`src/rtl/msk_share_fifo.sv`:
```
// Elastic FIFO for masked words; every share is stored and moved on its own.
// Slot muxing uses pointers and handshakes only, never share values.
module msk_share_fifo #(
    parameter int d     = 2,
    parameter int count = 1,
    parameter int DEPTH = 4
) (
    input  logic                         clk,
    input  logic                         rst,
    input  logic                         flush,
    input  logic                         in_valid,
    output logic                         in_ready,
    input  logic [count*d-1:0]           in_data,
    output logic                         out_valid,
    input  logic                         out_ready,
    output logic [count*d-1:0]           out_data,
    output logic [$clog2(DEPTH+1)-1:0]   level
);

    localparam int W  = count * d;
    localparam int AW = $clog2(DEPTH);
    localparam int LW = $clog2(DEPTH + 1);
    localparam logic [LW-1:0] FULL = LW'(DEPTH);

    logic [W-1:0]  mem [DEPTH];
    logic [AW-1:0] wr_ptr;
    logic [AW-1:0] rd_ptr;
    logic          push;
    logic          pop;

    assign in_ready  = (level != FULL);
    assign out_valid = (level != '0);
    assign push      = in_valid && in_ready;
    assign pop       = out_valid && out_ready;
    assign out_data  = mem[rd_ptr];

    always_ff @(posedge clk or posedge rst) begin
        if (rst) begin
            wr_ptr <= '0;
            rd_ptr <= '0;
            level  <= '0;
        end else if (flush) begin
            wr_ptr <= '0;
            rd_ptr <= '0;
            level  <= '0;
        end else begin
            if (push) wr_ptr <= wr_ptr + AW'(1);
            if (pop)  rd_ptr <= rd_ptr + AW'(1);
            unique case (1'b1)
                push && !pop: level <= level + LW'(1);
                pop && !push: level <= level - LW'(1);
                default: ;
            endcase
        end
    end

    // Popped slots are scrubbed so no stale share lingers at the read port.
    always_ff @(posedge clk or posedge rst) begin
        if (rst) begin
            for (int i = 0; i < DEPTH; i++) mem[i] <= '0;
        end else if (flush) begin
            for (int i = 0; i < DEPTH; i++) mem[i] <= '0;
        end else begin
            if (pop)  mem[rd_ptr] <= '0;
            if (push) mem[wr_ptr] <= in_data;
        end
    end

endmodule

```
`config.mk`:
```
export PLATFORM = sky130hd
export DESIGN_NAME = msk_share_fifo
export DESIGN_NICKNAME = d
export VERILOG_FILES = /design/src/rtl/msk_share_fifo.sv
export SDC_FILE = /design/constraint.sdc
export NUM_CORES = 1
export LEC_CHECK = 0
export BUFFER_PORTS_ARGS = -buffer_cell sky130_fd_sc_hd__buf_2
export CAP_MARGIN = 40
export CORE_UTILIZATION = 35
export CTS_CLUSTER_DIAMETER = 150
export DETAILED_ROUTE_END_ITERATION = 7
export SLEW_MARGIN = 20
export SYNTH_ARGS = -nofsm -noshare
export SYNTH_HDL_FRONTEND = slang
export SYNTH_SLANG_ARGS = --single-unit
```
`constraint.sdc`:
```
create_clock -name clk -period 2.65 [get_ports clk]
set_input_delay 0.3975 -clock clk [delete_from_list [all_inputs] [get_ports clk]]
set_output_delay 0.3975 -clock clk [all_outputs]
set_load 0.05 [all_outputs]
```
==> results of run 1 <==
logic make-up (layout without fill, tap and decap cells):
logic type,after synthesis,after routing,share of synthesized area
compound gates,38,38,0.271
xor+xnor,1,1,0.00771
simple gates,28,28,0.141
fa+ha+maj,9,9,0.106
mux,4,4,0.0584
buf+inv,19,30,0.0859
flops,15,15,0.330
power by group through the flow:
| stage | clock network (mW) | registers [mW] | logic, mW |
|---|---|---|---|
| after floorplan | 0 | 0.304 | 0.233 |
| after global placement | 0 | 0.286 | 0.306 |
| after detailed placement | 0 | 0.287 | 0.312 |
| after CTS | 0.144 | 0.283 | 0.315 |
| after global routing | 0.154 | 0.287 | 0.342 |
| final | 0.138 | 0.282 | 0.313 |
metal layers:
metal / GRT usage / vias to the layer above
met3: 0.0197 / 2
met4: 0.0612 / 0
met1: 0.227 / 437
met5: 0 / -
li1: - / 456
met2: 0.271 / 15
synthesized netlist by cell type, drive strengths merged (2+ instances only):
library cell / number / area share
nand2b: 3 / 0.017
o21ai: 5 / 0.025
ha: 8 / 0.088
dfrtp: 15 / 0.33
a2111oi: 2 / 0.022
o311ai: 4 / 0.057
inv: 9 / 0.030
nand3: 4 / 0.018
nand4: 8 / 0.044
nand2: 5 / 0.017
o211ai: 9 / 0.059
a21oi: 13 / 0.057
buf: 9 / 0.053
mux4: 2 / 0.040
nor2: 3 / 0.0099
flip-flops by register name, indices dropped and copies added (netlist names):
signal,cells
wr_ptr,2
rd_ptr,2
level,3
mem,8
area by class of cell:
type	instances	share of cell area
inverter	9	0.0270
sequential	15	0.300
tap	44	0.0440
clock buffer	3	0.0180
clock inverter	1	0.00400
multi-input combinational	80	0.531
timing repair buffer	17	0.0761
placed cells by master (no fill, tap or decap), types with 2 or more instances in the layout:
cell type  synthesis  routed
buf_4              1       4
nand3_1            4       4
o21ai_0            4       4
o311ai_2           4       4
o211ai_1           9       9
a21oi_1           13      13
ha_1               8       8
nor2_1             3       3
clkbuf_4           0       3
inv_1              9       9
nand2b_1           3       3
buf_2              6      13
mux4_2             2       2
dfrtp_1           15      15
nand2_1            5       5
nand4_1            8       8
final timing paths:
path | startpoint | to | slack [ns] | cells past startpoint
worst max-delay path | level[0] | level[1] | 0.43 | 6
worst max register to register | level[0] | level[1] | 0.43 | 6
worst min-delay path | rst | wr_ptr[1] | 0.16 | 2
worst min register to register | mem[7] | mem[7] | 0.57 | 2
max in group asynchronous | rst | mem[5] | 2.09 | 2
min in group clk | in_data[1] | mem[1] | 0.41 | 3
critical path: stages (launching register included):
cell	delay, ns
dfrtp_1	0.52
o31ai_4	0.36
a21oi_1	0.09
fa_1	0.54
nand2_1	0.06
o211a_1	0.14
a2111oi_1	0.39
==> results.yml, run 1 <==
status:
  status: "completed"
synth:
  async_flop_share: 1.00
  synthCells: 114
  ys_seq_area_frac: 0.330
  synth_cell_type_count: 34
  synth_area_sq_um: 1140
  synth_edf_count: 0
  syn_nets: 130
  ys_seq_elements: 15
  synth.avg_cell_area_sq_um: 9.97
  ys.warnings.count: 0
  synthFlopType: "dfrtp_1"
setup_path:
  crit_path_end_kind: "flop"
  crit_fanout: 11
  cp.arrival_ns: 2.38
  cp-start-kind: "flop"
  cp.required_ns: 2.81
  crit_type: "reg2reg"
global_route:
  grt_pass1_vias: 902
  grt_pass1_wl_microns: 4310
  grt_max_degree: 29
  grt.total_usage: 0.166
  overflow: 0
  antenna_found_initial: 0
place:
  port_buffers: 13
  post-dp-hpwl_microns: 1780
  place_ws_ns: 0.495
  placed_cells: 165
  dpl_cell_area_sq_um: 1220
  place.gp.congestion: 0.781
route:
  wl_met2_microns: 1280
  avgRoutedWirePerCell_microns: 14.7
  num_vias: 910
  vias_per_cell: 5.38
  drt_iter0_drc: 29
  drt-pass1-iter-count: 4
  wl_met1_microns: 1140
  top_layer: "met4"
  post-route-drc-count: 0
  wl_met3_microns: 53
  ant_nets: 0
  drt_wl_total_microns: 2490
timing:
  finalClockSkew_ns: 0.00161
  rsz0062_at_grt: "false"
  min_period_over_period: 0.838
  setup_tns_ns: 0
  slew_viol_final: 0
  relSlewSlack: 0.590
  fin_crit_ns: 2.22
  max_freq_mhz: 450
  setup_viol: 0
  hold_slack_ns: 0.164
  layout_setup_ws_ns: 0.428
  hold_viol: 0
  worstMarginPinSlew_ns: 0.614
floorplanning:
  io_pins: 14
  dieArea_sq_um: 3480
  rows: 20
  coreArea_sq_um: 3080
  initial_utilization: 0.369
  fp.dieW_microns: 59.0
  die_h_microns: 59.0
power_and_ir_drop:
  power.static_leakage_nw: 0.517
  power_frac_comb: 0.427
  power_mw: 0.733
  seqPwrFrac: 0.385
  powerDensity_nw_per_um2: 586
  clkPwrFrac: 0.188
  internal-power_mw: 0.412
  switching_power_mw: 0.321
  ir_drop_v: 0.000223
  swShare: 0.437
cts:
  ctsHtreeMaxLevel: 1
  cts_tree: "built"
  path_clk_slew_ns: 0.10
  cts_buffers: 3
  clock-sinks: 15
  cts_resized: 0
  clock_latency_ns: 0.28
  cts_buffer_depth: 2
  post_cts_buffers: 0
  postCtsHoldBufs: 0
  root_buffer: "clkbuf_4"
finish:
  diodes: 0
  regArea_sq_um: 375
  n_fill_cell: 307
  fin_area_sq_um: 1250
  stdcell_count: 169
  syn_to_final_growth_pct: 10.0
  drive_above_1_share: 0.264
  multi_input_area_sq_um: 663
  fin_nets: 142
  final_core_util: 0.406
worst_hold_path:
  hold_path_class: "in2async"
flow_run:
  drv_cap: 0
(Power assumes the default switching activity.)
==> run 2, diff against run 1 <==
- clock period: 2.65 -> 2.3 ns (I/O delays scaled with it)
==> results.yml, run 2 (synthesis gave the netlist of run 1 again) <==
setup_path:
  slowest_stage: "fa_1"
  ff2ff_path_depth: 7
  crit_chain: "buf_4, or2_2, a21oi_1, fa_1, nand2_1, o211a_1, a2111oi_1"
  crit_path_end_kind: "flop"
  crit_type: "reg2reg"
  slowest_delay_ns: 0.52
  timing.rr.end: "level[1]"
  cp-start-kind: "flop"
  cp.arrival_ns: 2.20
  cp.required_ns: 2.47
  reg2reg_slack_ns: 0.27
  r2r_start: "level[1]"
  crit_fanout: 15
cts:
  cts_buffers: 3
  clock-sinks: 15
  root_buffer: "clkbuf_4"
  ctsHtreeMaxLevel: 1
  cts_buffer_depth: 2
  clock_latency_ns: 0.29
  cts_tree: "built"
  cts_resized: 0
  postCtsHoldBufs: 0
  path_clk_slew_ns: 0.11
  post_cts_buffers: 0
global_route:
  grt_max_degree: 28
  overflow: 0
  grt_pass1_wl_microns: 4020
  grt.total_usage: 0.157
  grt_pass1_vias: 858
  antenna_found_initial: 0
floorplanning:
  dieArea_sq_um: 3480
  io_pins: 14
  fp.dieW_microns: 59.0
  rows: 20
  die_h_microns: 59.0
  coreArea_sq_um: 3080
  initial_utilization: 0.369
power_and_ir_drop:
  power_mw: 0.848
  seqPwrFrac: 0.373
  ir_drop_v: 0.000276
  power_frac_comb: 0.435
  switching_power_mw: 0.370
  clkPwrFrac: 0.192
  powerDensity_nw_per_um2: 674
  internal-power_mw: 0.478
  power.static_leakage_nw: 0.520
  swShare: 0.437
route:
  num_vias: 938
  vias_per_cell: 5.52
  avgRoutedWirePerCell_microns: 14.1
  drt_iter0_drc: 19
  ant_nets: 0
  drt-pass1-iter-count: 4
  drt_wl_total_microns: 2390
  post-route-drc-count: 0
finish:
  reg_top3: "mem (8), level (3)"
  multi_input_area_sq_um: 663
  syn_to_final_growth_pct: 10.8
  diodes: 0
  drive_above_1_share: 0.278
  regMostFlops: "mem"
  regArea_sq_um: 377
  n_fill_cell: 300
  mostFrequentLayoutCells: "dfrtp_1, a21oi_1, buf_2"
  fin_nets: 143
  final_common_cell: "dfrtp_1"
  largest_register_ffs: 8
timing:
  slew_viol_final: 0
  hold_viol: 0
  fin_crit_ns: 2.03
  hold_slack_ns: 0.111
  setup_tns_ns: 0
  max_freq_mhz: 492
  relSlewSlack: 0.579
  min_period_over_period: 0.883
  layout_setup_ws_ns: 0.269
  setup_viol: 0
  finalClockSkew_ns: 0.00609
  worstMarginPinSlew_ns: 0.631
  rsz0062_at_grt: "false"
place:
  place.gp.congestion: 0.759
  place_ws_ns: 0.293
  post-dp-hpwl_microns: 1700
  port_buffers: 13
status:
  status: "completed"
worst_hold_path:
  hold_path_class: "in2async"
flow_run:
  drv_cap: 0
==> run 2: cell types whose count changed in the layout (fill, tap and decap cells not counted) <==
cell	previous run	this run
buf_4	4	5
dfrtp_1	15	14
dfrtp_2	0	1
==> run 2: worst max-delay path by stage <==
stage                         from  endpoint  slack [ns]
final                     level[1]  level[1]        0.27
after global routing      level[1]  level[1]        0.09
after CTS                 level[0]  level[1]        0.26
after detailed placement  level[1]  level[1]        0.29
after global placement    level[1]  level[1]        0.31
after floorplan           level[1]  level[1]        0.08
==> run 2: through the flow <==
step	std cells	utilization	cell area, sq um
3_5_place_dp	166	0.400	1230
4_1_cts	170	0.409	1260
6_report	170	0.409	1260
2_1_floorplan	114	-	1140
5_1_grt	170	0.409	1260
3_3_place_gp	166	0.400	1230
==> run 2: area by class of cell <==
cell class              count  area share
multi-input cells          80       0.527
flip-flops and latches     15       0.299
repair buffers             18      0.0815
well taps                  44      0.0437
inverters                   9      0.0268
clock buffers               3      0.0179
clock inverters             1     0.00398
==> run 2: power by group through the flow <==
stage | Combinational, mW | Clock (mW) | Sequential, mW
after floorplan | 0.268 | 0 | 0.351
after global placement | 0.366 | 0 | 0.322
after detailed placement | 0.368 | 0 | 0.322
after CTS | 0.370 | 0.166 | 0.316
after global routing | 0.404 | 0.173 | 0.321
final | 0.369 | 0.162 | 0.316
==> run 2: metal layers <==
| layer | up-vias | routed length [microns] | GRT usage |
|---|---|---|---|
| li1 | 455 | - | - |
| met1 | 469 | 1110 | 0.207 |
| met2 | 12 | 1190 | 0.258 |
| met3 | 2 | 71 | 0.0197 |
| met4 | 0 | 16 | 0.0714 |
| met5 | - | 0 | 0 |
==> run 2: critical path, delay by kind of cell (launching register included) <==
kind / cells / cell delay [ns]
flops: 1 / 0.41
simple gates: 2 / 0.22
compound gates: 3 / 0.53
buf+inv: 1 / 0.23
fa+ha+maj: 1 / 0.52
==> run 3, diff against run 2 <==
==> constraint.sdc (replaced) <==
create_clock -name clk -period 2.55 [get_ports clk]
set_input_delay 0.255 -clock clk [delete_from_list [all_inputs] [get_ports clk]]
set_output_delay 0.255 -clock clk [all_outputs]
set_load 0.05 [all_outputs]
==> results.yml, run 3 (synthesis gave the netlist of run 1 again) <==
setup_path:
  crit_path_end_kind: "flop"
  cp.arrival_ns: 2.28
  cp.required_ns: 2.72
  cp_top_family: "compound AO/OA/AOI/OAI gates"
  ff2ff_path_depth: 6
  cp-start-kind: "flop"
  crit_chain: "o31ai_4, a21oi_1, fa_1, nand2_1, o211a_1, a2111oi_1"
  slowest_delay_ns: 0.54
  path_depth: 6
  critical_path_buf_inv_count: 0
  slowest_stage: "fa_1"
  crit_fanout: 8
  crit_type: "reg2reg"
cts:
  path_clk_slew_ns: 0.10
  cts_buffers: 3
  cts_buffer_depth: 2
  clock-sinks: 15
  postCtsHoldBufs: 0
  cts_resized: 0
  root_buffer: "clkbuf_4"
  ctsHtreeMaxLevel: 1
  cts_tree: "built"
  post_cts_buffers: 0
  clock_latency_ns: 0.29
global_route:
  grt.total_usage: 0.159
  overflow: 0
  grt_pass1_vias: 859
  grt_pass1_wl_microns: 4120
  grt_max_degree: 29
  antenna_found_initial: 0
finish:
  regMostFlops: "mem"
  largest_register_ffs: 8
  mostFrequentLayoutCells: "dfrtp_1, a21oi_1, buf_2"
  reg_top3: "mem (8), level (3)"
  diodes: 0
  syn_to_final_growth_pct: 10.0
  fin_nets: 142
  stdcell_count: 169
  drive_above_1_share: 0.264
  final_common_cell: "dfrtp_1"
place:
  post-dp-hpwl_microns: 1730
  placed_cells: 165
  place_ws_ns: 0.466
  port_buffers: 13
  place.gp.congestion: 0.750
timing:
  max_freq_mhz: 474
  slew_viol_final: 0
  setup_viol: 0
  min_period_over_period: 0.827
  relSlewSlack: 0.592
  hold_viol: 0
  rsz0062_at_grt: "false"
  layout_setup_ws_ns: 0.442
  worstMarginPinSlew_ns: 0.611
  fin_crit_ns: 2.11
  setup_tns_ns: 0
  finalClockSkew_ns: 0.00366
  hold_slack_ns: 0.0199
route:
  drt_wl_total_microns: 2410
  drt_iter0_drc: 37
  post-route-drc-count: 0
  drt-pass1-iter-count: 4
  avgRoutedWirePerCell_microns: 14.3
  vias_per_cell: 5.40
  num_vias: 913
  ant_nets: 0
power_and_ir_drop:
  ir_drop_v: 0.000253
  power.static_leakage_nw: 0.517
  powerDensity_nw_per_um2: 610
floorplanning:
  initial_utilization: 0.369
  io_pins: 14
  coreArea_sq_um: 3080
  die_h_microns: 59.0
  rows: 20
  dieArea_sq_um: 3480
  fp.dieW_microns: 59.0
flow_run:
  drv_cap: 0
status:
  status: "completed"
worst_hold_path:
  hold_path_class: "in2async"
run 3: metrics by stage:
step / power [mW] / utilization / instance area, sq um
floorplan: 0.558 / - / 1140
global placement: 0.615 / 0.397 / 1220
detailed placement: 0.622 / 0.397 / 1220
CTS: 0.765 / 0.406 / 1250
global route: 0.817 / 0.406 / 1250
finish: 0.762 / 0.406 / 1250
run 3: metal layers:
metal  GRT usage  wire [microns]  up-vias
met5           0               0        -
met4      0.0782              19        0
met3      0.0218              57        2
met2       0.237            1200       12
met1       0.226            1130      445
li1            -               -      454
run 3: path summary, 6_finish.rpt:
| check | from | end | slack (ns) |
|---|---|---|---|
| max | level[0] | level[1] | 0.44 |
| min | rst | wr_ptr[1] | 0.02 |
| max reg2reg | level[0] | level[1] | 0.44 |
| min reg2reg | mem[3] | mem[3] | 0.57 |
| max in group asynchronous | rst | mem[5] | 2.14 |
| min in group clk | in_data[0] | mem[0] | 0.27 |
run 3: power by group:
group          switching (mW)  internal (mW)
Sequential             0.0312          0.259
Combinational           0.217          0.112
Clock                  0.0854         0.0583
Total                   0.333          0.429
run 3: layout make-up:
type                            count  area, sq um
Tap cell                           44         55.1
Clock buffer                        3         22.5
Inverter                            9         33.8
Clock inverter                      1         5.00
Fill cell                         308         1830
Multi-Input combinational cell     80          663
Timing Repair Buffer               17         95.1
Sequential cell                    15          375
